## src/rtl/uart_stepper_pkg.sv

```systemverilog
// Shared constants, state types and frame-geometry helpers for the UART
// stepper controller.
package uart_stepper_pkg;

  localparam logic [7:0] SYNC_BYTE = 8'hA5;

  localparam int FLAG_DIR   = 0;
  localparam int FLAG_ABORT = 1;

  localparam int IDX_SYNC  = 0;
  localparam int IDX_FLAGS = 1;
  localparam int IDX_HALF  = 2;

  function automatic int field_bytes(input int cnt_w);
    return cnt_w / 8;
  endfunction

  function automatic int idx_count(input int cnt_w);
    return IDX_HALF + field_bytes(cnt_w);
  endfunction

  function automatic int idx_csum(input int cnt_w);
    return IDX_HALF + 2 * field_bytes(cnt_w);
  endfunction

  function automatic int frame_len(input int cnt_w);
    return idx_csum(cnt_w) + 1;
  endfunction

  typedef enum logic [1:0] {RX_IDLE, RX_START, RX_DATA, RX_STOP} rx_state_e;
  typedef enum logic [1:0] {A_SYNC, A_COLLECT, A_CHECK} asm_state_e;
  typedef enum logic {E_IDLE, E_RUN} eng_state_e;

endpackage

```

## src/rtl/uart_rx_byte.sv

```systemverilog
// 8N1 UART byte receiver with input synchroniser, byte-valid and stop-error pulses.
module uart_rx_byte
  import uart_stepper_pkg::*;
#(
  parameter int CLKS_PER_BIT = 104
) (
  input  logic       clk,
  input  logic       rst_n,
  input  logic       rx,
  output logic [7:0] data,
  output logic       valid,
  output logic       stop_err
);

  localparam int CW   = $clog2(CLKS_PER_BIT);
  localparam int HALF = (CLKS_PER_BIT - 1) / 2;

  rx_state_e       st;
  logic [1:0]      sync;
  logic            rx_d;
  logic [CW-1:0]   cnt;
  logic [2:0]      bit_idx;
  logic [7:0]      shreg;

  // Start is a falling edge, so a line still low after a bad stop bit
  // cannot retrigger a phantom byte.
  always_ff @(posedge clk or negedge rst_n) begin
    if (!rst_n) begin
      st       <= RX_IDLE;
      sync     <= 2'b11;
      rx_d     <= 1'b1;
      cnt      <= '0;
      bit_idx  <= '0;
      shreg    <= '0;
      data     <= '0;
      valid    <= 1'b0;
      stop_err <= 1'b0;
    end else begin
      sync     <= {sync[0], rx};
      rx_d     <= sync[1];
      valid    <= 1'b0;
      stop_err <= 1'b0;
      case (st)
        RX_IDLE: if (!sync[1] && rx_d) begin
          st  <= RX_START;
          cnt <= '0;
        end
        RX_START: if (cnt == CW'(HALF)) begin
          cnt     <= '0;
          bit_idx <= '0;
          st      <= sync[1] ? RX_IDLE : RX_DATA;
        end else cnt <= cnt + CW'(1);
        RX_DATA: if (cnt == CW'(CLKS_PER_BIT - 1)) begin
          cnt   <= '0;
          shreg <= {sync[1], shreg[7:1]};
          if (bit_idx == 3'd7) st <= RX_STOP;
          else bit_idx <= bit_idx + 3'd1;
        end else cnt <= cnt + CW'(1);
        RX_STOP: if (cnt == CW'(CLKS_PER_BIT - 1)) begin
          cnt <= '0;
          st  <= RX_IDLE;
          if (sync[1]) begin
            valid <= 1'b1;
            data  <= shreg;
          end else stop_err <= 1'b1;
        end else cnt <= cnt + CW'(1);
        default: st <= RX_IDLE;
      endcase
    end
  end

endmodule

```

## src/rtl/uart_stepper_ctrl.sv

```systemverilog
// Framed-command stepper controller: UART byte receiver, checksummed frame
// assembler and STEP/DIR pulse engine.
module uart_stepper_ctrl
  import uart_stepper_pkg::*;
#(
  parameter int CLKS_PER_BIT = 104,
  parameter int PRESCALE     = 1,
  parameter int CNT_W        = 16,
  parameter int TIMEOUT_BITS = 20
) (
  input  logic             i_Clock,
  input  logic             i_Rst_n,
  input  logic             i_Rx_Serial,
  output logic             o_Step,
  output logic             o_Dir_A,
  output logic             o_Dir_B,
  output logic             o_Busy,
  output logic             o_Done,
  output logic             o_Frame_Err,
  output logic [CNT_W-1:0] o_Steps_Done
);

  localparam int FL       = frame_len(CNT_W);
  localparam int NB       = field_bytes(CNT_W);
  localparam int IDX_CNT  = idx_count(CNT_W);
  localparam int IDX_CSUM = idx_csum(CNT_W);
  localparam int IDX_W    = $clog2(FL);
  localparam int TO_LIM   = TIMEOUT_BITS * CLKS_PER_BIT;
  localparam int TO_W     = $clog2(TO_LIM + 1);
  localparam int PH_W     = CNT_W + $clog2(PRESCALE);
  localparam logic [PH_W-1:0] PRE = PH_W'(PRESCALE);

  logic [7:0] rx_data;
  logic       rx_valid, rx_stop_err;

  uart_rx_byte #(.CLKS_PER_BIT(CLKS_PER_BIT)) u_rx (
    .clk      (i_Clock),
    .rst_n    (i_Rst_n),
    .rx       (i_Rx_Serial),
    .data     (rx_data),
    .valid    (rx_valid),
    .stop_err (rx_stop_err)
  );

  // ---------------- frame assembler ----------------
  asm_state_e          ast;
  logic [IDX_W-1:0]    idx;
  logic [TO_W-1:0]     tcnt;
  logic [FL-1:1][7:0]  fbuf;
  logic                frame_err;

  logic [CNT_W-1:0] half, count;
  logic [7:0]       xsum;
  logic             cmd_abort, cmd_dir, frame_ok, ld_move, ld_abort, in_check;

  always_comb begin
    half  = '0;
    count = '0;
    xsum  = '0;
    for (int i = 0; i < NB; i++) begin
      half  = CNT_W'({half,  fbuf[IDX_HALF + i]});
      count = CNT_W'({count, fbuf[IDX_CNT + i]});
    end
    for (int i = 1; i < IDX_CSUM; i++) xsum = xsum ^ fbuf[i];
  end

  assign cmd_abort = fbuf[IDX_FLAGS][FLAG_ABORT];
  assign cmd_dir   = fbuf[IDX_FLAGS][FLAG_DIR];
  assign frame_ok  = (xsum == fbuf[IDX_CSUM]) &&
                     (cmd_abort || (half != '0 && count != '0));
  assign in_check  = (ast == A_CHECK);
  assign ld_move   = in_check && frame_ok && !cmd_abort;
  assign ld_abort  = in_check && frame_ok && cmd_abort;

  always_ff @(posedge i_Clock or negedge i_Rst_n) begin
    if (!i_Rst_n) begin
      ast       <= A_SYNC;
      idx       <= '0;
      tcnt      <= '0;
      fbuf      <= '0;
      frame_err <= 1'b0;
    end else begin
      frame_err <= 1'b0;
      if (rx_stop_err) begin
        ast       <= A_SYNC;
        frame_err <= 1'b1;
      end else begin
        case (ast)
          A_SYNC: if (rx_valid && rx_data == SYNC_BYTE) begin
            ast  <= A_COLLECT;
            idx  <= IDX_W'(IDX_FLAGS);
            tcnt <= '0;
          end
          A_COLLECT: if (rx_valid) begin
            fbuf[idx] <= rx_data;
            tcnt      <= '0;
            if (idx == IDX_W'(IDX_CSUM)) ast <= A_CHECK;
            else idx <= idx + IDX_W'(1);
          end else if (tcnt == TO_W'(TO_LIM)) begin
            ast       <= A_SYNC;
            frame_err <= 1'b1;
          end else tcnt <= tcnt + TO_W'(1);
          A_CHECK: begin
            ast <= A_SYNC;
            if (!frame_ok) frame_err <= 1'b1;
          end
          default: ast <= A_SYNC;
        endcase
      end
    end
  end

  // ---------------- step engine ----------------
  eng_state_e        est;
  logic              step, busy, done, dir_a, dir_b;
  logic [CNT_W-1:0]  steps, target;
  logic [PH_W-1:0]   ph_cnt, ph_lim;

  // A fresh load outranks the terminal step of the running move.
  always_ff @(posedge i_Clock or negedge i_Rst_n) begin
    if (!i_Rst_n) begin
      est    <= E_IDLE;
      step   <= 1'b0;
      busy   <= 1'b0;
      done   <= 1'b0;
      dir_a  <= 1'b0;
      dir_b  <= 1'b0;
      steps  <= '0;
      target <= '0;
      ph_cnt <= '0;
      ph_lim <= '0;
    end else begin
      done <= 1'b0;
      if (ld_move) begin
        est    <= E_RUN;
        busy   <= 1'b1;
        step   <= 1'b1;
        steps  <= '0;
        target <= count;
        ph_cnt <= '0;
        ph_lim <= PH_W'(half) * PRE;
        dir_a  <= cmd_dir;
        dir_b  <= !cmd_dir;
      end else if (ld_abort) begin
        est  <= E_IDLE;
        busy <= 1'b0;
        step <= 1'b0;
      end else if (est == E_RUN) begin
        if (ph_cnt == ph_lim - PH_W'(1)) begin
          ph_cnt <= '0;
          if (step) step <= 1'b0;
          else begin
            steps <= steps + CNT_W'(1);
            if (steps + CNT_W'(1) == target) begin
              done <= 1'b1;
              busy <= 1'b0;
              est  <= E_IDLE;
            end else step <= 1'b1;
          end
        end else ph_cnt <= ph_cnt + PH_W'(1);
      end
    end
  end

  assign o_Step       = step;
  assign o_Dir_A      = dir_a;
  assign o_Dir_B      = dir_b;
  assign o_Busy       = busy;
  assign o_Done       = done;
  assign o_Frame_Err  = frame_err;
  assign o_Steps_Done = steps;

endmodule

```

## config.mk

```make
export PLATFORM = sky130hd
export DESIGN_NAME = uart_stepper_ctrl
export DESIGN_NICKNAME = d
export VERILOG_FILES = /design/src/rtl/uart_stepper_pkg.sv /design/src/rtl/uart_rx_byte.sv /design/src/rtl/uart_stepper_ctrl.sv
export SDC_FILE = /design/constraint.sdc
export NUM_CORES = 1
export LEC_CHECK = 0
export ABC_AREA = 1
export BUFFER_PORTS_ARGS = -buffer_cell sky130_fd_sc_hd__buf_4
export CORE_MARGIN = 2
export CORE_UTILIZATION = 55
export CTS_CLUSTER_SIZE = 10
export DETAILED_ROUTE_END_ITERATION = 16
export GPL_TIMING_DRIVEN = 0
export PLACE_DENSITY = 0.75
export SYNTH_ARGS = -nofsm -noshare
export SYNTH_HDL_FRONTEND = slang
export SYNTH_SLANG_ARGS = --single-unit
```

## constraint.sdc

```tcl
create_clock -name i_Clock -period 2.81 [get_ports i_Clock]
set_clock_uncertainty 0.05 [all_clocks]
set_input_delay 0.4215 -clock i_Clock [delete_from_list [all_inputs] [get_ports i_Clock]]
set_output_delay 0.4215 -clock i_Clock [all_outputs]
set_load 0.05 [all_outputs]
```

==> impl_metrics.py <==
metrics = {
    "status": {
        "outcome": "finished, final reports clean",
    },
    "finish": {
        "finish.net_count": 1393,
        "diodes": 0,
        "regArea_mm2": 0.00423,
        "final_area_mm2": 0.0108,
        "drive_gt1_share_pct": 7.42,
        "fillers": 1521,
        "multi_input_area_mm2": 0.00470,
        "syn2layout_area_growth_pct": 11.1,
    },
    "sta": {
        "rsz0062_at_grt": "false",
        "whs_ps": 37.5,
        "tightest_slew_ps": 623,
        "final.setup.tns_ps": 0,
        "fin_crit_sh_pct": 92.2,
        "slew_violations": 0,
        "setup_viol": 0,
        "fin_ws_ps": 219,
        "timing.final.hold_violations": 0,
        "max_slew_margin_pct": 58.5,
        "fmax_mhz": 386,
        "period_needed_ps": 2590,
    },
    "worst_setup_path": {
        "cp.required_ps": 3080,
        "crit_type": "reg2reg",
        "cp_common_cell": "nand2_1",
        "start_kind": "flip-flop",
        "ff2ff_setup_slack_ps": 220,
        "path_buf_inv": 2,
        "cpPeakStageDelay_ps": 380,
        "cp_slowest_cell": "dfrtp_1",
        "crit_fanout": 10,
        "critPathTopFamily": "simple AND/OR/NAND/NOR gates",
        "cp.arrival_ps": 2870,
        "end_kind": "flip-flop",
        "crit_chain": "inv_2 > ha_1 > nand3_4 > o21ai_0 > nand2_1 > nand2_1 > nand2_1 > nor2_1 > nand2_1 > nor2_1 > nand2_2 > o21ai_4 > nand2_2 > buf_6 > nand2_1 > nand2_1",
    },
    "power_and_ir_drop": {
        "leakage_nw": 5.39,
        "power.density_mw_per_mm2": 475,
        "vdd_ir_drop_max_mv": 0.518,
        "total_power_mw": 5.12,
    },
    "synthesis": {
        "synth_seq_cells": 169,
        "seq_area_frac_synth_pct": 43.6,
        "synth_edf_count": 0,
        "async_reset_ff_share_pct": 100,
        "avgSynthCellArea_um2": 7.29,
        "yosysUniqueCellTypes": 45,
        "yosys_warnings": 0,
        "synth_top_cells_by_count": "nand2_1, inv_1, dfrtp_1",
        "synth_top_area_cell": "dfrtp_1",
        "yosys-top-cells-area": "dfrtp_1, nand2_1, inv_1",
        "syn_inst": 1331,
        "syn_nets": 1348,
        "yosysTopAreaCellShare_pct": 42.8,
        "synthesis.area_mm2": 0.00970,
        "yosysMostFrequentCell": "nand2_1",
        "ys.flop_type": "dfrtp_1",
    },
    "routing": {
        "vias_per_cell": 5.29,
        "wl_um": 23000,
        "antenna_left": 0,
        "drt_pass1_iterations": 8,
        "drt_iter0_markers": 631,
        "num_vias": 8544,
        "drc_errors": 0,
        "routedWlPerCell_um": 14.3,
    },
    "clocking": {
        "clk_pin_slew_worst_paths_ps": 70,
        "cts_root_buf": "clkbuf_16",
        "cts_tree": "done",
        "post-cts-setup-buffers": 0,
        "cts_buffers": 17,
        "insertion_delay_ps": 440,
        "htreeDepth": 4,
        "clock_path_buffers": 2,
        "clock_sinks": 169,
    },
    "floorplanning": {
        "io_pins": 25,
        "fp.dieW_um": 137,
        "start_util_pct": 56.1,
        "die_y_um": 137,
        "rows": 48,
        "fp.coreArea_mm2": 0.0173,
        "die_area_mm2": 0.0187,
    },
    "worst_hold_path": {
        "hold_class": "in2reg",
    },
    "job": {
        "maxCapViolations": 0,
    },
    "placement": {
        "gp_congestion": 0.935,
        "post_dp_cell_area_mm2": 0.0102,
        "dp_hpwl_um": 17200,
        "port_buffers": 24,
        "post-place-ws_ps": 234,
    },
    "global_routing": {
        "grt_pass1_vias": 8015,
        "grt_use_total_pct": 26.1,
        "grt_pass1_wl_um": 38400,
        "grt_max_degree": 118,
        "grt_overflow": 0,
        "antenna_found_initial": 0,
    },
}
==> report_power, final <==
| part | internal (mW) | total, mW | switching, mW |
|---|---|---|---|
| clock | 1.24 | 2.30 | 1.06 |
| sequential | 2.49 | 2.55 | 0.0588 |
| combinational | 0.0904 | 0.275 | 0.185 |
| total | 3.82 | 5.12 | 1.30 |
==> cell type report <==
class	instances	share of cell area [%]
multi-input cells	965	43.6
plain buffers	21	1.04
clock inverters	15	1.30
repair buffers	26	2.09
clock buffers	17	3.95
flip-flops and latches	169	39.3
well taps	225	2.61
inverters	176	6.13
==> final timing paths <==
kind / start / cells past startpoint / endpoint
min in group asynchronous: i_Rst_n / 2 / o_Steps_Done[10]
setup reg to reg: ph_lim[0] / 16 / o_Steps_Done[14]
hold reg to reg: u_rx.sync[0] / 0 / u_rx.sync[1]
max in group asynchronous: i_Rst_n / 3 / fbuf[2]
hold / removal: i_Rx_Serial / 1 / u_rx.sync[0]
setup / recovery: ph_lim[0] / 16 / o_Steps_Done[14]
==> kinds of logic after synthesis <==
group                    Yosys count  synth area share (%)
AO/OA/AOI/OAI                    172                  9.76
XOR/XNOR                          44                  4.19
adder cells (fa/ha/maj)           14                  1.81
buffers and inverters            197                  7.97
flip-flops                       169                  43.6
AND/OR/NAND/NOR                  735                  32.6
==> flip-flops by register name, summed over array words and instances, names as in the netlist, 3 cells and up, named ones only <==
signal,cells
u_rx.cnt,7
idx,3
ph_cnt,16
ph_lim,16
tcnt,12
fbuf,30
count,16
target,16
o_Steps_Done,16
u_rx.shreg,8
u_rx.bit_idx,3
u_rx.data,8
==> metal layers <==
layer,track usage [%],wire (um),part of all wire (%),vias to the layer above
met1,35.1,10600,46,3956
met5,0,0,0,-
met2,43.6,10900,47,201
li1,-,-,-,4348
met4,9.22,541,2.4,0
met3,3.52,1020,4.4,39
==> through the flow <==
step	instances	util, %
floorplan	1331	-
global placement	1580	58.8
detailed placement	1581	59.0
CTS	1614	62.3
global route	1614	62.3
finish	1614	62.3
==> cells in the final DEF, fill, tap and decap left out, types with 4 or more instances in the layout <==
cell type  instances
a21oi_1           14
buf_4             27
clkbuf_1          12
clkbuf_16         17
dfrtp_1          166
ha_1              14
inv_1            173
inv_6              6
nand2_1          441
nand2_2            5
nand3_1           87
nand3b_1           9
nand4_1           32
nor2_1           117
nor2_2             8
nor2_4             5
nor3_1            15
nor4_1             4
o21ai_0          123
o21bai_1           6
o22ai_1           11
xnor2_1            6
xor2_1            36
==> what timing repair did <==
action                                 in CTS  in global routing
setup endpoints to repair                   0                 12
hold buffers                                1                  0
endpoints found under the hold margin      52                  0
gates resized for setup                     0                  1
Note: power is estimated with default switching activity, not from simulation.
